### src/rtl/reg_read_stage.sv
// Register-read stage: 16x32 register file, operand read with forwarding from
// execute, and the registered rr_* bundle that feeds execute.
module reg_read_stage #(
  parameter int NREGS = 16
) (
  input  logic        i_clk,
  input  logic        i_reset_n,
  input  logic        dec_valid,
  input  logic [31:0] dec_pc,
  input  logic [31:0] dec_imm32,
  input  logic [31:0] dec_pc_inc,
  input  logic [5:0]  dec_op,
  input  logic [7:0]  dec_altop,
  input  logic [3:0]  dec_rd,
  input  logic [3:0]  dec_rs,
  input  logic [3:0]  dec_rt,
  input  logic        dec_next_is_cont,
  input  logic        exec_stall,
  input  logic        exec_flush,
  input  logic [3:0]  exec_of_reg,
  input  logic [31:0] exec_of_val,
  input  logic [3:0]  exec_rd,
  input  logic [31:0] exec_rd_val,
  output logic [31:0] rr_pc,
  output logic [31:0] rr_imm32,
  output logic [31:0] rr_pc_inc,
  output logic [31:0] rr_rs_val,
  output logic [31:0] rr_rt_val,
  output logic [5:0]  rr_op,
  output logic [7:0]  rr_altop,
  output logic [3:0]  rr_rd,
  output logic        rr_next_is_cont,
  output logic        rr_stall
);

  logic [31:0] regs [NREGS];
  logic [31:0] rs_sel;
  logic [31:0] rt_sel;

  // Execute-stage forward outranks the same-cycle writeback bypass.
  function automatic logic [31:0] operand(
    input logic [3:0]  idx,
    input logic [31:0] rf_val,
    input logic [3:0]  of_reg,
    input logic [31:0] of_val,
    input logic [3:0]  wb_rd,
    input logic [31:0] wb_val
  );
    logic [31:0] val;
    if (idx == 4'd0)        val = '0;
    else if (idx == of_reg) val = of_val;
    else if (idx == wb_rd)  val = wb_val;
    else                    val = rf_val;
    return val;
  endfunction

  always_comb begin
    rs_sel = operand(dec_rs, regs[dec_rs], exec_of_reg, exec_of_val, exec_rd, exec_rd_val);
    rt_sel = operand(dec_rt, regs[dec_rt], exec_of_reg, exec_of_val, exec_rd, exec_rd_val);
  end

  assign rr_stall = exec_stall;

  // Writeback ignores stall; execute keeps exec_rd stable so rewrites are benign.
  always_ff @(posedge i_clk) begin
    if (!i_reset_n) begin
      for (int i = 0; i < NREGS; i++) regs[i] <= '0;
    end else if (exec_rd != 4'd0) begin
      regs[exec_rd] <= exec_rd_val;
    end
  end

  always_ff @(posedge i_clk) begin
    if (!i_reset_n || (!exec_stall && (exec_flush || !dec_valid))) begin
      rr_pc           <= '0;
      rr_imm32        <= '0;
      rr_pc_inc       <= '0;
      rr_rs_val       <= '0;
      rr_rt_val       <= '0;
      rr_op           <= '0;
      rr_altop        <= '0;
      rr_rd           <= '0;
      rr_next_is_cont <= 1'b0;
    end else if (!exec_stall) begin
      rr_pc           <= dec_pc;
      rr_imm32        <= dec_imm32;
      rr_pc_inc       <= dec_pc_inc;
      rr_rs_val       <= rs_sel;
      rr_rt_val       <= rt_sel;
      rr_op           <= dec_op;
      rr_altop        <= dec_altop;
      rr_rd           <= dec_rd;
      rr_next_is_cont <= dec_next_is_cont;
    end
  end

endmodule

### config.mk
export PLATFORM = sky130hd
export DESIGN_NAME = reg_read_stage
export DESIGN_NICKNAME = d
export VERILOG_FILES = /design/src/rtl/reg_read_stage.sv
export SDC_FILE = /design/constraint.sdc
export NUM_CORES = 1
export LEC_CHECK = 0
export CORE_MARGIN = 2
export CORE_UTILIZATION = 50
export CTS_BUF_LIST = sky130_fd_sc_hd__clkbuf_4 sky130_fd_sc_hd__clkbuf_8 sky130_fd_sc_hd__clkbuf_16
export DETAILED_ROUTE_END_ITERATION = 7
export HOLD_SLACK_MARGIN = 0.06
export PLACE_DENSITY_LB_ADDON = 0.2
export SYNTH_ARGS = -nofsm -noshare
export SYNTH_HDL_FRONTEND = slang
export SYNTH_SLANG_ARGS = --single-unit
### constraint.sdc
create_clock -name i_clk -period 4.24 [get_ports i_clk]
set_clock_uncertainty 0.15 [all_clocks]
set_input_delay 0.424 -clock i_clk [delete_from_list [all_inputs] [get_ports i_clk]]
set_output_delay 0.424 -clock i_clk [all_outputs]
set_load 0.01 [all_outputs]
; ---- Word-level counts from Yosys, hierarchy flattened
; Memories as Yosys holds them, arrays and structs flattened.
; Cells that the tools add are included.
[classes]
n_eq_ne = 4
mux = 13
reduce_logical = 10
[op_table]
columns = operator, count
row1 = two-way mux 32 bit, 7
row2 = OR reduction 32 bit, 1
row3 = == test 4 bit, 4
row4 = zero test 4 bit, 2
row5 = two-way mux 1 bit, 5
row6 = two-way mux 4 bit, 1
row7 = nonzero test 4 bit, 1
row8 = zero test 1 bit, 3
row9 = logical OR 1 bit, 2
row10 = logical AND 1 bit, 1
[word_totals]
register_bits = 179
mem_bits_rw = 512
out_inout_bits = 180
memories = 1
[mem_list]
columns = name, words, word_bits, rd, rd_clocked_by_memory_dff, wr, line
row1 = regs, 16, 32, 2, 0, 16, 36  ; logic [31:0] regs [NREGS];

; ---- Logic depth before layout (Yosys ltp)
; Gate-level depths: netlist (run 1).
[logic_depth]
ltp_word = 6
depth_mapped = 9
ltp_nobuf = 5

; ---- Least setup slack after synthesis (run 1)
; Ideal clock, no wire load.
[synth_timing]
path_type = input-to-reg
startpoint = in i_reset_n
endpoint = mem regs[2][0] (enable)
t_arrival_ps = 3644
t_required_ps = 3624
path_slack_ps = -20
stages = 3
n_path_buf = 0
path_cell_list = inv_1 -> or3_1 -> o21ai_0
[synth_rtl]
columns = item, line
row1 = "start, declared", 7  ; input logic i_reset_n,
row2 = "end, declared", 36

; ---- Final worst setup path (run 1)
[layout_timing]
startpoint = in dec_rt[1]
endpoint = reg rr_rt_val[6]
[layout_via]
elab_chain_cells = 4
[layout_lines]
columns = item, line
row1 = "start, declared", 16  ; input logic [3:0] dec_rt,
row2 = memory read (16 x 32 bit) / == test 4 bit (equally long branches), --
row3 = two-way mux 32 bit, 52  ; else if (idx == wb_rd) val = wb_val;
row4 = two-way mux 32 bit, 51  ; else if (idx == of_reg) val = of_val;
row5 = two-way mux 32 bit *, 50  ; if (idx == 4'd0) val = '0;
row6 = "end signal, assigned", 89  ; rr_rt_val <= rt_sel;
row7 = "end, declared", 28  ; output logic [31:0] rr_rt_val,
; Mark *: on every way between the ends. The rest lies on a longest branch, timed or not.
; A chain may end at the register's enable or synchronous reset.

==> impl_metrics.py, run 1 <==
metrics = {
    "route": {
        "dr.pass1.iters": 6,
        "via_per_inst": 6.36,
        "wire_per_inst_um": 28.5,
        "drt_iter0_drc": 2844,
        "ant_nets": 0,
        "num_vias": 24300,
        "wirelength_mm": 109,
        "drc_errors": 0,
    },
    "placement": {
        "place_congestion": 0.830,
        "dp.cells": 3682,
        "dp_hpwl_mm": 66.5,
        "numPortBuffers": 379,
    },
    "synthesis": {
        "yosys.cell_types.count": 35,
        "synth_area_mm2": 0.0342,
        "dominantRegCellSynth": "edfxtp_1",
        "synth_async_sr_flop_share_pct": 0,
        "synth-edff-count": 512,
        "syn_inst": 2564,
        "synth_seq_area_share_pct": 55.5,
        "synth-seq-cells": 691,
        "yosysWarnings": 0,
        "synth.avg_cell_area_um2": 13.3,
    },
    "flow_run": {
        "drv_cap": 0,
    },
    "final_layout": {
        "mostFrequentLayoutCell": "edfxtp_1",
        "register_area_mm2": 0.0190,
        "stdcell_count": 3821,
        "syn2layout_area_growth_pct": 21.5,
        "final_cell_mix": "edfxtp_1 (512), and2_1 (482), clkdlybuf4s50_1 (371)",
        "drive_above_1_share_pct": 16.0,
        "multi_input_area_mm2": 0.0144,
        "nFillCells": 5016,
        "fin_nets": 3086,
        "n_antenna_cell": 0,
    },
    "floorplan": {
        "ios": 380,
        "die_h_um": 265,
        "core_area_mm2": 0.0674,
        "die_w_um": 265,
        "initial_utilization_pct": 50.7,
        "num_rows": 95,
        "die_area_mm2": 0.0705,
    },
    "global_route": {
        "grt_pass1_wl_mm": 160,
        "gr-total-overflow": 0,
        "grt_pass1_vias": 24900,
        "grtUsageTotal_pct": 30.7,
        "grt_max_degree": 180,
        "antenna_found_initial": 1,
    },
    "sta": {
        "relSlewSlack_pct": 23.2,
        "min_period_over_period_pct": 67.3,
        "setup_violations": 0,
        "max_slew.worst_pin.slew_ps": 1150,
        "report.final.hold_viol_count": 0,
        "max_freq_mhz": 351,
        "finalMaxSlewViolations": 0,
        "fin_crit_ps": 2850,
        "rsz0062_at_grt": "no",
    },
    "critical_path": {
        "end_kind": "flop",
        "worstReg2RegStart": "regs[15][6]",
        "setup.worst_path.start": "dec_rt[1]",
        "crit_end": "rr_rt_val[6]",
        "critical_path_required_ps": 4590,
        "regToRegSetupSlack_ps": 1850,
        "crit_path_max_fanout": 32,
        "r2r-end": "rr_rt_val[6]",
        "critical_path_arrival_ps": 3200,
        "reg2regPathDepth": 5,
        "worstSetupPathType": "in2reg",
        "start_kind": "input port",
    },
    "power": {
        "power_density_mw_per_mm2": 401,
        "power_mw": 16.7,
        "p_leak_nw": 15.0,
        "ir_worst_vdd_v": 0.000261,
    },
    "cts": {
        "clock_path_buffers": 3,
        "ctsHoldBuffers": 0,
        "cts_root_buf": "clkbuf_16",
        "cts_setup_buffers": 0,
        "clk_latency_ps": 630,
        "tritoncts": "yes",
        "cts_buffers": 75,
        "clkTransAtPathRegs_ps": 60,
        "htreeDepth": 3,
        "cts.sinks": 691,
        "cts_resized": 0,
    },
    "status": {
        "status": "finished clean",
    },
    "hold_path": {
        "min_path_type": "in2reg",
    },
}
-- cells by family after synthesis --
group / share of synthesized area, %
compound gates: 8.63
xor+xnor: 0.410
buf+inv: 3.46
flops: 55.5
mux: 19.8
other cells: 0.0110
simple gates: 12.2
-- cells in the mapped netlist (2+ instances only) --
cell type / count / area [um2]
edfxtp_1: 512 / 15400
and2_1: 483 / 3020
mux2i_1: 243 / 2430
nor2_1: 195 / 732
mux4_2: 192 / 4320
dfxtp_1: 179 / 3580
clkbuf_1: 176 / 661
o21ai_0: 76 / 380
nand2_1: 65 / 244
o21ai_1: 65 / 325
a22o_1: 64 / 561
o22ai_1: 64 / 400
o31a_1: 64 / 561
a2111oi_1: 44 / 440
buf_2: 30 / 150
buf_6: 20 / 225
a2111oi_2: 17 / 255
xnor2_1: 16 / 140
buf_4: 13 / 97.6
buf_1: 11 / 41.3
nand2b_1: 5 / 31.3
nor2b_1: 5 / 31.3
nand4_1: 4 / 25.0
a2111oi_0: 3 / 26.3
nor3_1: 3 / 15.0
or3_1: 3 / 18.8
and4_1: 2 / 17.5
nand3b_1: 2 / 15.0
or3b_1: 2 / 17.5
-- through the flow --
stage               area, um2  setup WS [ps]  hold WS, ps  TNS, ps  utilization [%]
detailed placement      39100            837          291        0             58.0
floorplan               34300          -19.9          320    -1510                -
finish                  41500           1390          242        0             61.6
global route            41500           1450          243        0             61.6
CTS                     41500           1520          220        0             61.6
global placement        39100            929          288        0             58.0
-- worst min path at each step --
| stage | depth (start not counted) | end | start | slack (ps) |
|---|---|---|---|---|
| after CTS | 3 | rr_altop[5] | dec_altop[5] | 220 |
| final | 3 | rr_pc[18] | dec_pc[18] | 240 |
| after global routing | 3 | rr_op[5] | dec_op[5] | 240 |
| after detailed placement | 2 | rr_rs_val[3] | rr_rs_val[3] | 290 |
| after floorplan | 2 | rr_rs_val[0] | rr_rs_val[0] | 320 |
| after global placement | 2 | rr_rt_val[7] | rr_rt_val[7] | 290 |
-- critical path: stages --
cell       delay (ps)
buf_2             520
buf_4             550
nor2b_2            70
buf_4             340
a22o_1            310
a2111oi_1         670
o31a_1            220
o21ai_1            50
-- power by group --
| group | total [mW] | switching [mW] | internal, mW |
|---|---|---|---|
| registers | 7.91 | 0.226 | 7.69 |
| logic | 2.23 | 1.17 | 1.06 |
| clock network | 6.52 | 2.76 | 3.75 |
| total | 16.7 | 4.16 | 12.5 |
-- routing by layer --
layer  share of wire, %  GRT usage [%]  up-vias
met5              0.022              0        -
met2                 47           48.8     1658
li1                   -              -    10300
met4                3.1           11.1        2
met3                 12           7.24      242
met1                 38           41.5    12100
-- sequential cells by signal, indices dropped and copies added (netlist names) --
register and flops:
regs 512, rr_rd 4, rr_op 6, rr_altop 8, rr_rt_val 32, rr_imm32 32
rr_pc 32, rr_rs_val 32, rr_pc_inc 32, rr_next_is_cont 1
-- layout make-up --
cell class	instances	area share, %
inverters	1	0.00904
flip-flops and latches	691	45.7
well taps	873	2.63
repair buffers	465	11.2
multi-input cells	1652	34.7
clock inverters	43	0.814
clock buffers	96	5.05
Power figures use the tool's default switching activity.
==> run 2, diff against run 1 <==
clock period = 2.57 ns   (was 4.24 ns; I/O delays follow)
==> impl_metrics.py, run 2 (synthesis gave the netlist of run 1 again) <==
metrics = {
    "status": {
        "status": "finished clean",
    },
    "critical_path": {
        "crit_path_max_fanout": 2,
        "path_delay_family": "compound AO/OA/AOI/OAI gates",
        "critical_path_required_ps": 2930,
        "cpMaxStageDelayCell": "a2111oi_1",
        "critical_path_arrival_ps": 2630,
        "regToRegSetupSlack_ps": 310,
        "end_kind": "flop",
        "start_kind": "flop",
        "worst-path-buf-inv": 0,
        "cpPeakStageDelay_ps": 560,
        "worstSetupPathType": "reg2reg",
        "path_cells": "mux4_2 -> a22o_1 -> a2111oi_1 -> o31a_1 -> o21ai_1",
    },
    "global_route": {
        "grt.met3_usage_pct": 7.18,
        "grt_pass1_vias": 25000,
        "grt_pass1_wl_mm": 161,
        "grtUsageTotal_pct": 31.4,
        "top_usage_layer": "met2",
        "antenna_found_initial": 5,
        "use_met2_pct": 52.2,
        "use_met1_pct": 40.0,
        "grt_max_degree": 101,
        "gr-total-overflow": 0,
    },
    "power": {
        "p_leak_nw": 15.6,
        "seqPwrFrac_pct": 46.9,
        "power_frac_comb_pct": 13.9,
        "sw_frac_of_total_pct": 24.6,
        "p_int_mw": 21.0,
        "clkPwrFrac_pct": 39.2,
        "switchingPower_mw": 6.85,
        "ir_worst_vdd_v": 0.000502,
        "power_mw": 27.9,
        "power_density_mw_per_mm2": 652,
    },
    "cts": {
        "cts_root_buf": "clkbuf_16",
        "cts.sinks": 691,
        "clk_latency_ps": 630,
        "cts_setup_buffers": 0,
        "cts_resized": 0,
        "clock_path_buffers": 3,
        "clkTransAtPathRegs_ps": 60,
        "htreeDepth": 3,
        "cts_buffers": 75,
        "tritoncts": "yes",
    },
    "sta": {
        "fin_crit_ps": 2260,
        "worst_slack_ps": 307,
        "report.final.hold_viol_count": 0,
        "setup_violations": 0,
        "relSlewSlack_pct": 17.2,
        "rsz0062_at_grt": "no",
        "max_slew.worst_pin.slew_ps": 1240,
        "finalMaxSlewViolations": 0,
        "min_period_over_period_pct": 88.0,
        "max_freq_mhz": 442,
        "fin_tns_setup_ps": 0,
        "finalHoldWorstSlack_ps": 98.2,
    },
    "floorplan": {
        "core_area_mm2": 0.0674,
        "ios": 380,
        "die_h_um": 265,
        "initial_utilization_pct": 50.7,
        "die_area_mm2": 0.0705,
        "die_w_um": 265,
        "num_rows": 95,
    },
    "route": {
        "wirelength_mm": 111,
        "num_vias": 24600,
        "ant_nets": 0,
        "via_per_inst": 6.32,
        "wire_per_inst_um": 28.6,
        "drc_errors": 0,
        "dr.pass1.iters": 6,
        "drt_iter0_drc": 2735,
    },
    "final_layout": {
        "mostFrequentLayoutCell": "edfxtp_1",
        "largest_reg_flops": 512,
        "post-route-util_pct": 63.4,
        "fin_nets": 3154,
        "largest-register": "regs",
        "final_cell_mix": "edfxtp_1 (512), and2_1 (482), clkdlybuf4s50_1 (371)",
        "syn2layout_area_growth_pct": 25.1,
        "drive_above_1_share_pct": 17.7,
        "nFillCells": 4928,
    },
    "placement": {
        "place_congestion": 0.842,
        "numPortBuffers": 379,
        "dp_hpwl_mm": 69.2,
        "pre_cts_ws_ps": -221,
    },
    "flow_run": {
        "drv_cap": 0,
    },
    "hold_path": {
        "min_path_type": "in2reg",
    },
}
run 2: cell types whose count changed in the layout (fill, tap and decap cells not counted), moves of 3 or more:
cell	change
clkbuf_8	+3
buf_12	+52
clkbuf_16	+3
clkinv_2	-10
buf_4	+14
inv_6	-5
run 2: stage by stage:
stage	std cells	instance area (um2)
final	3887	42800
after global routing	3886	42800
after CTS	3885	42800
after detailed placement	3748	40200
after global placement	3748	40200
after floorplan	2595	34300
run 2: worst register-to-register path: stages, from the launching register on:
cell and delay, ps:
edfxtp_1 390, mux4_2 480, a22o_1 230, a2111oi_1 560, o31a_1 270, o21ai_1 70
run 2: power groups by stage:
stage          Clock, mW  Combinational [mW]  Sequential, mW
2_1_floorplan          0                2.03            13.2
3_3_place_gp           0                3.76            13.2
3_5_place_dp           0                3.82            13.3
4_1_cts             11.0                3.84            13.0
5_1_grt             11.5                4.05            13.1
6_report            10.9                3.88            13.1
run 2: final timing paths:
path	startpoint	endpoint	cells past startpoint
max reg2reg	regs[15][27]	rr_rs_val[27]	5
max	regs[15][27]	rr_rs_val[27]	5
min reg2reg	rr_rt_val[0]	rr_rt_val[0]	2
min	dec_pc[20]	rr_pc[20]	3
run 2: what timing repair did:
item / CTS / global route
endpoints found under the hold margin: 22 / 0
endpoints found under the setup margin: 0 / 0
hold buffers: 2 / 0
run 2: area by class of cell:
type	instances	area, um2	share of cell area, %
clock inverter	35	312	0.729
tap	873	1090	2.55
sequential	691	19000	44.3
inverter	1	3.75	0.00878
clock buffer	100	2200	5.14
multi-input combinational	1652	14400	33.6
timing repair buffer	533	5810	13.6
antenna	2	5.00	0.0117
run 2: metal layers:
layer / share of wire (%) / wire length (um)
met1: 37 / 41000
met3: 11 / 12200
met2: 48 / 53400
met4: 4.1 / 4520
met5: 0 / 0
